<file path="src/rtl/hazard_ctrl.sv">
// Pipeline hazard controller: load-use bubbles, branch flushes and MUL/DIV
// occupancy stalls, plus saturating stall/flush cycle counters.
module hazard_ctrl #(
  parameter int MD_LATENCY = 8,
  parameter int CNT_W      = 16
) (
  input  logic             clk,
  input  logic             rst_n,
  input  logic [4:0]       id_rs1,
  input  logic [4:0]       id_rs2,
  input  logic             id_uses_rs1,
  input  logic             id_uses_rs2,
  input  logic [4:0]       ex_rd,
  input  logic             ex_mem_read,
  input  logic             ex_branch_taken,
  input  logic             ex_md_start,
  input  logic             cnt_clr,
  output logic             pc_stall,
  output logic             if_id_stall,
  output logic             if_id_flush,
  output logic             id_ex_stall,
  output logic             id_ex_flush,
  output logic             md_done,
  output logic [CNT_W-1:0] stall_count,
  output logic [CNT_W-1:0] flush_count
);

  typedef enum logic {RUN, MD_WAIT} state_t;

  localparam logic [7:0]       MD_LOAD = 8'(MD_LATENCY - 2);
  localparam logic [CNT_W-1:0] CNT_MAX = '1;

  state_t           state_q, state_d;
  logic [7:0]       cnt_q, cnt_d;
  logic [CNT_W-1:0] stall_cnt_q, stall_cnt_d;
  logic [CNT_W-1:0] flush_cnt_q, flush_cnt_d;

  logic lu;
  logic pc_stall_raw, if_id_stall_raw, if_id_flush_raw;
  logic id_ex_stall_raw, id_ex_flush_raw, md_done_raw;

  assign lu = ex_mem_read && (ex_rd != 5'd0) &&
              ((id_uses_rs1 && (id_rs1 == ex_rd)) ||
               (id_uses_rs2 && (id_rs2 == ex_rd)));

  always_comb begin
    state_d         = state_q;
    cnt_d           = cnt_q;
    pc_stall_raw    = 1'b0;
    if_id_stall_raw = 1'b0;
    if_id_flush_raw = 1'b0;
    id_ex_stall_raw = 1'b0;
    id_ex_flush_raw = 1'b0;
    md_done_raw     = 1'b0;
    case (state_q)
      RUN: begin
        if (ex_branch_taken) begin
          if_id_flush_raw = 1'b1;
          id_ex_flush_raw = 1'b1;
        end else if (ex_md_start) begin
          pc_stall_raw    = 1'b1;
          if_id_stall_raw = 1'b1;
          id_ex_stall_raw = 1'b1;
          cnt_d           = MD_LOAD;
          state_d         = MD_WAIT;
        end else if (lu) begin
          pc_stall_raw    = 1'b1;
          if_id_stall_raw = 1'b1;
          id_ex_flush_raw = 1'b1;
        end
      end
      MD_WAIT: begin
        if (cnt_q != 8'd0) begin
          pc_stall_raw    = 1'b1;
          if_id_stall_raw = 1'b1;
          id_ex_stall_raw = 1'b1;
          cnt_d           = cnt_q - 8'd1;
        end else begin
          // ex_md_start is still high here; returning to RUN without looking at it avoids a restart
          md_done_raw = 1'b1;
          state_d     = RUN;
        end
      end
      default: state_d = RUN;
    endcase
  end

  // Controls are forced low while reset is held, independent of the clock
  assign pc_stall    = rst_n & pc_stall_raw;
  assign if_id_stall = rst_n & if_id_stall_raw;
  assign if_id_flush = rst_n & if_id_flush_raw;
  assign id_ex_stall = rst_n & id_ex_stall_raw;
  assign id_ex_flush = rst_n & id_ex_flush_raw;
  assign md_done     = rst_n & md_done_raw;

  always_comb begin
    stall_cnt_d = stall_cnt_q;
    flush_cnt_d = flush_cnt_q;
    if (cnt_clr) begin
      stall_cnt_d = '0;
      flush_cnt_d = '0;
    end else begin
      if (pc_stall && (stall_cnt_q != CNT_MAX)) stall_cnt_d = stall_cnt_q + 1'b1;
      if (if_id_flush && (flush_cnt_q != CNT_MAX)) flush_cnt_d = flush_cnt_q + 1'b1;
    end
  end

  always_ff @(posedge clk or negedge rst_n) begin
    if (!rst_n) begin
      state_q     <= RUN;
      cnt_q       <= 8'd0;
      stall_cnt_q <= '0;
      flush_cnt_q <= '0;
    end else begin
      state_q     <= state_d;
      cnt_q       <= cnt_d;
      stall_cnt_q <= stall_cnt_d;
      flush_cnt_q <= flush_cnt_d;
    end
  end

  assign stall_count = stall_cnt_q;
  assign flush_count = flush_cnt_q;

endmodule

</file>
<file path="config.mk">
export PLATFORM = sky130hd
export DESIGN_NAME = hazard_ctrl
export DESIGN_NICKNAME = d
export VERILOG_FILES = /design/src/rtl/hazard_ctrl.sv
export SDC_FILE = /design/constraint.sdc
export NUM_CORES = 1
export LEC_CHECK = 0
export CAP_MARGIN = 40
export CORE_UTILIZATION = 38
export CTS_CLUSTER_SIZE = 20
export DETAILED_ROUTE_END_ITERATION = 6
export PLACE_DENSITY = 0.62
export SLEW_MARGIN = 20
export SYNTH_ARGS = -nofsm -noshare
export SYNTH_HDL_FRONTEND = slang
export SYNTH_SLANG_ARGS = --single-unit
</file>
<file path="constraint.sdc">
create_clock -name clk -period 2.56 [get_ports clk]
set_input_delay 0.256 -clock clk [delete_from_list [all_inputs] [get_ports clk]]
set_output_delay 0.256 -clock clk [all_outputs]
set_load 0.005 [all_outputs]
</file>
==> results of run 1 <==
[metrics by stage]
step	cells	total power, uW	hold WS [ns]	worst slack (ns)	area, um^2
after floorplan	268	717	-0.0396	0.289	2400
after global placement	408	798	0.140	0.0782	3150
after detailed placement	408	799	0.139	0.0333	3150
after CTS	421	1260	0.380	0.122	3290
after global routing	421	1290	0.385	0.00143	3290
final	421	1240	0.374	0.127	3290
[state kept, by name, indices dropped and copies added (netlist names)]
| name | cells |
|---|---|
| flush_count | 16 |
| stall_count | 16 |
| cnt_q | 8 |
| state_q | 1 |
[where the power goes]
part	switching (uW)	internal (uW)
sequential	4.21	650
clock	230	219
combinational	59.9	72.8
[cells by family after synthesis]
family,after synthesis,synth area share [%]
and+or+nand+nor,118,25.8
AOI/OAI and AO/OA,50,12.9
DFF,41,42.8
xor gates and xnor gates,25,9.12
buffers and inverters,24,4.69
muxes,6,2.61
adders and majority gates,4,2.09
[worst max-delay path by stage]
stage	cells past startpoint	slack, ns	to
floorplan	10	0.29	stall_count[1]
CTS	8	0.12	pc_stall
finish	8	0.13	pc_stall
detailed placement	8	0.03	pc_stall
global route	8	0.001	id_ex_flush
global placement	8	0.08	pc_stall
[synth_stat cells, types with 2 or more instances]
cell type and instances:
nand4_1 8, ha_1 4, nand3_1 17, nor3_1 8, nor2b_1 2, nor2_1 33, or4_1 4, o31ai_1 4
xnor2_1 20, or3_1 15, and2_1 2, inv_1 13, a21oi_1 19, and4_1 2, nand2b_1 2, nand2_1 13
clkbuf_1 6, xor2_1 5, o21ai_0 6, dfrtp_1 41, nor4_1 3, o21ai_1 12, a22o_1 2, mux2i_1 4
mux2_1 2, nor4b_1 2, nor3b_1 2
[what timing repair did]
action,in CTS,in global routing
gates resized for setup,6,0
setup endpoints to repair,3,0
setup buffers,4,0
hold buffers,1,0
endpoints found under the hold margin,5,0
[worst max-delay path, stage by stage, from the launching register on]
cell           delay (ns)
dfrtp_1              0.40
inv_2                0.08
ha_1                 0.13
or3b_4               0.39
o311ai_4             0.32
nor2_1               0.10
a21oi_2              0.14
inv_1                0.07
dlygate4sd2_1        0.27
[routing by layer]
| layer | up-vias | part of all wire, % | track usage [%] |
|---|---|---|---|
| met4 | 0 | 0.76 | 5.36 |
| met1 | 1033 | 49 | 24.6 |
| li1 | 1105 | - | - |
| met3 | 5 | 2.4 | 3.33 |
| met5 | - | 0 | 0 |
| met2 | 30 | 48 | 29.6 |
[cell type report]
| type | count | area, um^2 |
|---|---|---|
| well taps | 75 | 93.8 |
| clock buffers | 6 | 82.6 |
| multi-input cells | 203 | 1270 |
| fillers | 557 | 2700 |
| repair buffers | 80 | 758 |
| flip-flops and latches | 41 | 1030 |
| clock inverters | 2 | 13.8 |
| inverters | 14 | 52.6 |
==> results.json, run 1 <==
{
  "yosysSeqAreaShare_pct": 42.8,
  "maxSlewViolCount": 0,
  "clk_latency_ns": 0.29,
  "setup_viol": 0,
  "drc": 0,
  "max-cap-violations": 0,
  "vias": 2173,
  "core.rowCount": 28,
  "die_y_um": 81.5,
  "avgRoutedWirePerCell_um": 13.5,
  "hpwlAfterDp_um": 4250,
  "antennaDiodeCount": 0,
  "dr.first_iter.drc_count": 107,
  "relSlewSlack_pct": 63.9,
  "crit_arrival_ns": 2.18,
  "required_ns": 2.30,
  "setup_tns_ns": 0,
  "worst_pin_slew_ns": 0.537,
  "finalHoldViolCount": 0,
  "die-area_um2": 6640,
  "ant_nets": 0,
  "core_region_area_um2": 5990,
  "status": "completed",
  "rr_worst_depth": 10,
  "grt_setup_unrepaired": "false",
  "finalWirelength_um": 5690,
  "hold_path_class": "in2async",
  "cp-startpoint": "cnt_q[0]",
  "synth.distinct_cells": 44,
  "vias_per_cell": 5.16,
  "start_util_pct": 40.1,
  "antenna_found_initial": 0,
  "layout_common_cells": "57 x clkdlybuf4s50_1, 41 x dfrtp_1, 33 x nor2_1, 20 x xnor2_1",
  "cts_tree": "built",
  "grt_overflow_total": 0,
  "rr_endpoint": "stall_count[5]",
  "netlist_instances": 268,
  "syn_area_per_cell_um2": 8.95,
  "numCtsBuffers": 5,
  "timing.fmax_mhz": 411,
  "track_usage_pct": 18.2,
  "dr.pass1.iters": 4,
  "synth_nets": 295,
  "areaGrowthSynthToFinish_pct": 37.3,
  "r2r_start": "cnt_q[0]",
  "ios": 61,
  "synth-edff-count": 0,
  "synth.cell_area_um2": 2400,
  "final_util_pct": 55.0,
  "cellLeakagePower_uw": 0.00126,
  "cts.path.max_buffers": 2,
  "globalplace.congestion": 0.804,
  "grt_max_degree": 23,
  "grt_pass1_wl_um": 9440,
  "p_per_area_nw_per_um2": 375,
  "h-tree-depth": 2,
  "crit_type": "reg2out",
  "die_w_um": 81.5,
  "grt_pass1_vias": 2026,
  "cts-root-buf": "clkbuf_8",
  "synth_top_area_share_pct": 42.8,
  "yosys_warnings": 0,
  "synth_ff_type": "dfrtp_1",
  "io_buffers": 60,
  "yosys_register_bits": 41,
  "worstSetupStartpointType": "flop",
  "cp_max_fo": 3,
  "final_common_cell": "clkdlybuf4s50_1",
  "r2r_setup_slack_ns": 0.26,
  "synth_top_cell_by_area": "dfrtp_1",
  "async_flop_share_pct": 100,
  "fin_crit_ns": 2.43,
  "yosys-top-cells-area": "dfrtp_1 43%, xnor2_1 7.3%, nor2_1 5.2%",
  "finClkSkew_ns": 0.0121,
  "clock_sinks": 41,
  "drive_gt1_share_pct": 11.0,
  "nets": 372,
  "post-route-period-util_pct": 95.0,
  "cts.clk_slew.worst_paths_ns": 0.09,
  "worstSetupEndpointType": "primary output",
  "vdd_drop_max_uv": 288
}
Power figures use the tool's default switching activity.
==> inputs of run 2 (changes only) <==
--- a/config.mk
+++ b/config.mk
@@ -5,11 +5,14 @@
 export SDC_FILE = /design/constraint.sdc
 export NUM_CORES = 1
 export LEC_CHECK = 0
+export ABC_AREA = 1
 export CAP_MARGIN = 40
-export CORE_UTILIZATION = 38
+export CELL_PAD_IN_SITES_DETAIL_PLACEMENT = 1
+export CELL_PAD_IN_SITES_GLOBAL_PLACEMENT = 1
+export CORE_UTILIZATION = 37
 export CTS_CLUSTER_SIZE = 20
 export DETAILED_ROUTE_END_ITERATION = 6
-export PLACE_DENSITY = 0.62
+export PLACE_DENSITY = 0.78
 export SLEW_MARGIN = 20
 export SYNTH_ARGS = -nofsm -noshare
 export SYNTH_HDL_FRONTEND = slang
==> run 2 against run 1 <==
Sequential share of layout area decreased by 3.2 points; synthesized cell count increased by 49%; register-to-register slack improved by 0.29 ns; design area increased by 11%; cell count increased by 33%; die area increased by 23%; first-iteration DRC count decreased by 50%; combinational power increased to 5.4 times the previous value; via count increased by 31%; largest cell class unchanged.
==> results.json, run 2 <==
{
  "finClkSkew_ns": 0.00883,
  "ios": 61,
  "finalHoldViolCount": 0,
  "rr_endpoint": "stall_count[3]",
  "path_cells": "inv_1, ha_1, nand3_4, nand2_4, nor2_4, a21boi_0, clkdlybuf4s50_1",
  "cp_slowest_stage_delay_ns": 0.56,
  "worstSetupEndpointType": "primary output",
  "drive_gt1_share_pct": 12.4,
  "cts-resized-gates": 0,
  "grt_max_degree": 42,
  "p_per_area_nw_per_um2": 560,
  "setup_viol": 0,
  "synth_top_area_share_pct": 35.7,
  "fin_crit_ns": 2.41,
  "r2r_start": "stall_count[0]",
  "ant_nets": 0,
  "synth_xor_area_share_pct": 6.70,
  "core_region_area_um2": 7370,
  "status": "completed",
  "die_y_um": 90.2,
  "synth_nets": 426,
  "clk_latency_ns": 0.30,
  "cp_max_fo": 7,
  "hold_slack_ns": 0.0802,
  "cellLeakagePower_uw": 0.00159,
  "power_uw": 2050,
  "worst_pin_slew_ns": 0.638,
  "netlist_instances": 399,
  "yosys_warnings": 0,
  "required_ns": 2.30,
  "layout_common_cells": "96 x nand2_1, 59 x clkdlybuf4s50_1, 57 x nor2_1, 41 x dfrtp_1, 37 x nand3_1",
  "grt_setup_unrepaired": "false",
  "cts-root-buf": "clkbuf_8",
  "numCtsBuffers": 5,
  "synth_most_common_cell": "nand2_1",
  "crit_arrival_ns": 2.16,
  "async_flop_share_pct": 100,
  "yosys_register_bits": 41,
  "antenna_found_initial": 0,
  "grt_pass1_wl_um": 14100,
  "critPathSlowestCell": "clkdlybuf4s50_1",
  "cts_tree": "built",
  "start_util_pct": 39.0,
  "antennaDiodeCount": 0,
  "vdd_drop_max_uv": 353,
  "dr.pass1.iters": 7,
  "vias": 2840,
  "finalWirelength_um": 7950,
  "die_w_um": 90.2,
  "synth_top_cell_by_area": "dfrtp_1",
  "yosys-top-cells-area": "dfrtp_1 36%, nand2_1 13%, nor2_1 7.4%",
  "hpwlAfterDp_um": 6110,
  "die-area_um2": 8130,
  "final_common_cell": "nand2_1",
  "synth.cell_area_um2": 2880,
  "cts.path.max_buffers": 2,
  "core.rowCount": 31,
  "grt_pass1_vias": 3038,
  "grt_overflow_total": 0,
  "hold_path_class": "in2async",
  "setup_tns_ns": 0,
  "h-tree-depth": 2,
  "clock_sinks": 41,
  "synthAdderAreaFrac_pct": 1.74,
  "cts_setup_buffers": 0,
  "drc": 0,
  "synth_compound_area_share_pct": 6.22,
  "post-route-period-util_pct": 94.3,
  "maxSlewViolCount": 0,
  "synth_mux_area_share_pct": 0,
  "max-cap-violations": 0,
  "worstSetupStartpointType": "flop",
  "areaGrowthSynthToFinish_pct": 27.4,
  "vias_per_cell": 5.07,
  "rr_worst_depth": 8,
  "synth_common_cells": "96 x nand2_1, 57 x nor2_1, 41 x dfrtp_1, 37 x nand3_1, 32 x inv_1",
  "relSlewSlack_pct": 57.4,
  "synthSimpleGateAreaFrac_pct": 41.6,
  "avgRoutedWirePerCell_um": 14.2,
  "yosysSeqAreaShare_pct": 35.7,
  "cts_hold_buffers": 0,
  "io_buffers": 60,
  "globalplace.congestion": 0.839,
  "track_usage_pct": 20.9,
  "syn_area_per_cell_um2": 7.21,
  "synth_top_family_by_area": "simple AND/OR/NAND/NOR gates",
  "r2r_setup_slack_ns": 0.55,
  "crit_type": "reg2out",
  "synth_ff_type": "dfrtp_1",
  "nets": 488,
  "dr.first_iter.drc_count": 54,
  "synth-edff-count": 0,
  "timing.fmax_mhz": 414,
  "synth.distinct_cells": 36,
  "cts.clk_slew.worst_paths_ns": 0.08
}
-- run 2: changes by cell type after synthesis, sizes merged, moves of 16 or more --
cell	before	now
nor2	34	65
nand2	13	115
inv	14	41
nand3	17	39
xnor2	20	1
xor2	5	21
a21oi	20	3
-- run 2: layer usage --
layer	vias up	wire (um)	GRT usage, %
met5	-	0	0
met4	0	143	5.91
met3	14	202	3.47
met2	40	4020	37.8
met1	1390	3580	25.4
li1	1396	-	-
-- run 2: area by class of cell --
class | instances | area, um^2
repair buffers | 66 | 641
flip-flops and latches | 41 | 1030
clock inverters | 2 | 35.0
multi-input cells | 306 | 1620
clock buffers | 5 | 68.8
fillers | 938 | 3700
well taps | 99 | 124
inverters | 41 | 154
-- run 2: worst max path at each step --
stage                    from        endpoint  slack (ns)  cells after the start
2_1_floorplan  stall_count[0]  stall_count[6]        0.96                      9
3_3_place_gp         ex_rd[1]     if_id_stall        0.23                     10
3_5_place_dp         ex_rd[2]     if_id_stall        0.17                     10
4_1_cts              cnt_q[0]     if_id_stall        0.09                      7
5_1_grt              cnt_q[0]        pc_stall        0.02                      7
6_report             cnt_q[0]     if_id_stall        0.15                      7
-- run 2: cell families after synthesis --
logic type | count (synthesis)
buffers and inverters | 52
and+or+nand+nor | 249
AOI/OAI and AO/OA | 31
DFF | 41
adders and majority gates | 4
xor gates and xnor gates | 22
-- run 2: report_power, final --
group	internal [uW]	switching (uW)	total (uW)
combinational	286	430	717
sequential	728	96.4	824
clock	284	229	512
-- run 2: through the flow --
| step | instances | worst slack, ns | area, um^2 | util [%] |
|---|---|---|---|---|
| finish | 560 | 0.145 | 3670 | 49.8 |
| CTS | 560 | 0.0855 | 3670 | 49.8 |
| global route | 560 | 0.0211 | 3670 | 49.8 |
| global placement | 553 | 0.229 | 3560 | 48.4 |
| detailed placement | 553 | 0.167 | 3560 | 48.4 |
| floorplan | 399 | 0.961 | 2880 | - |
-- run 2: critical path: cells and delay by family, from the launching register on --
family / cells / cell delay, ns
buf+inv: 2 / 0.67
fa+ha+maj: 1 / 0.26
simple gates: 3 / 0.31
flops: 1 / 0.33
compound gates: 1 / 0.28
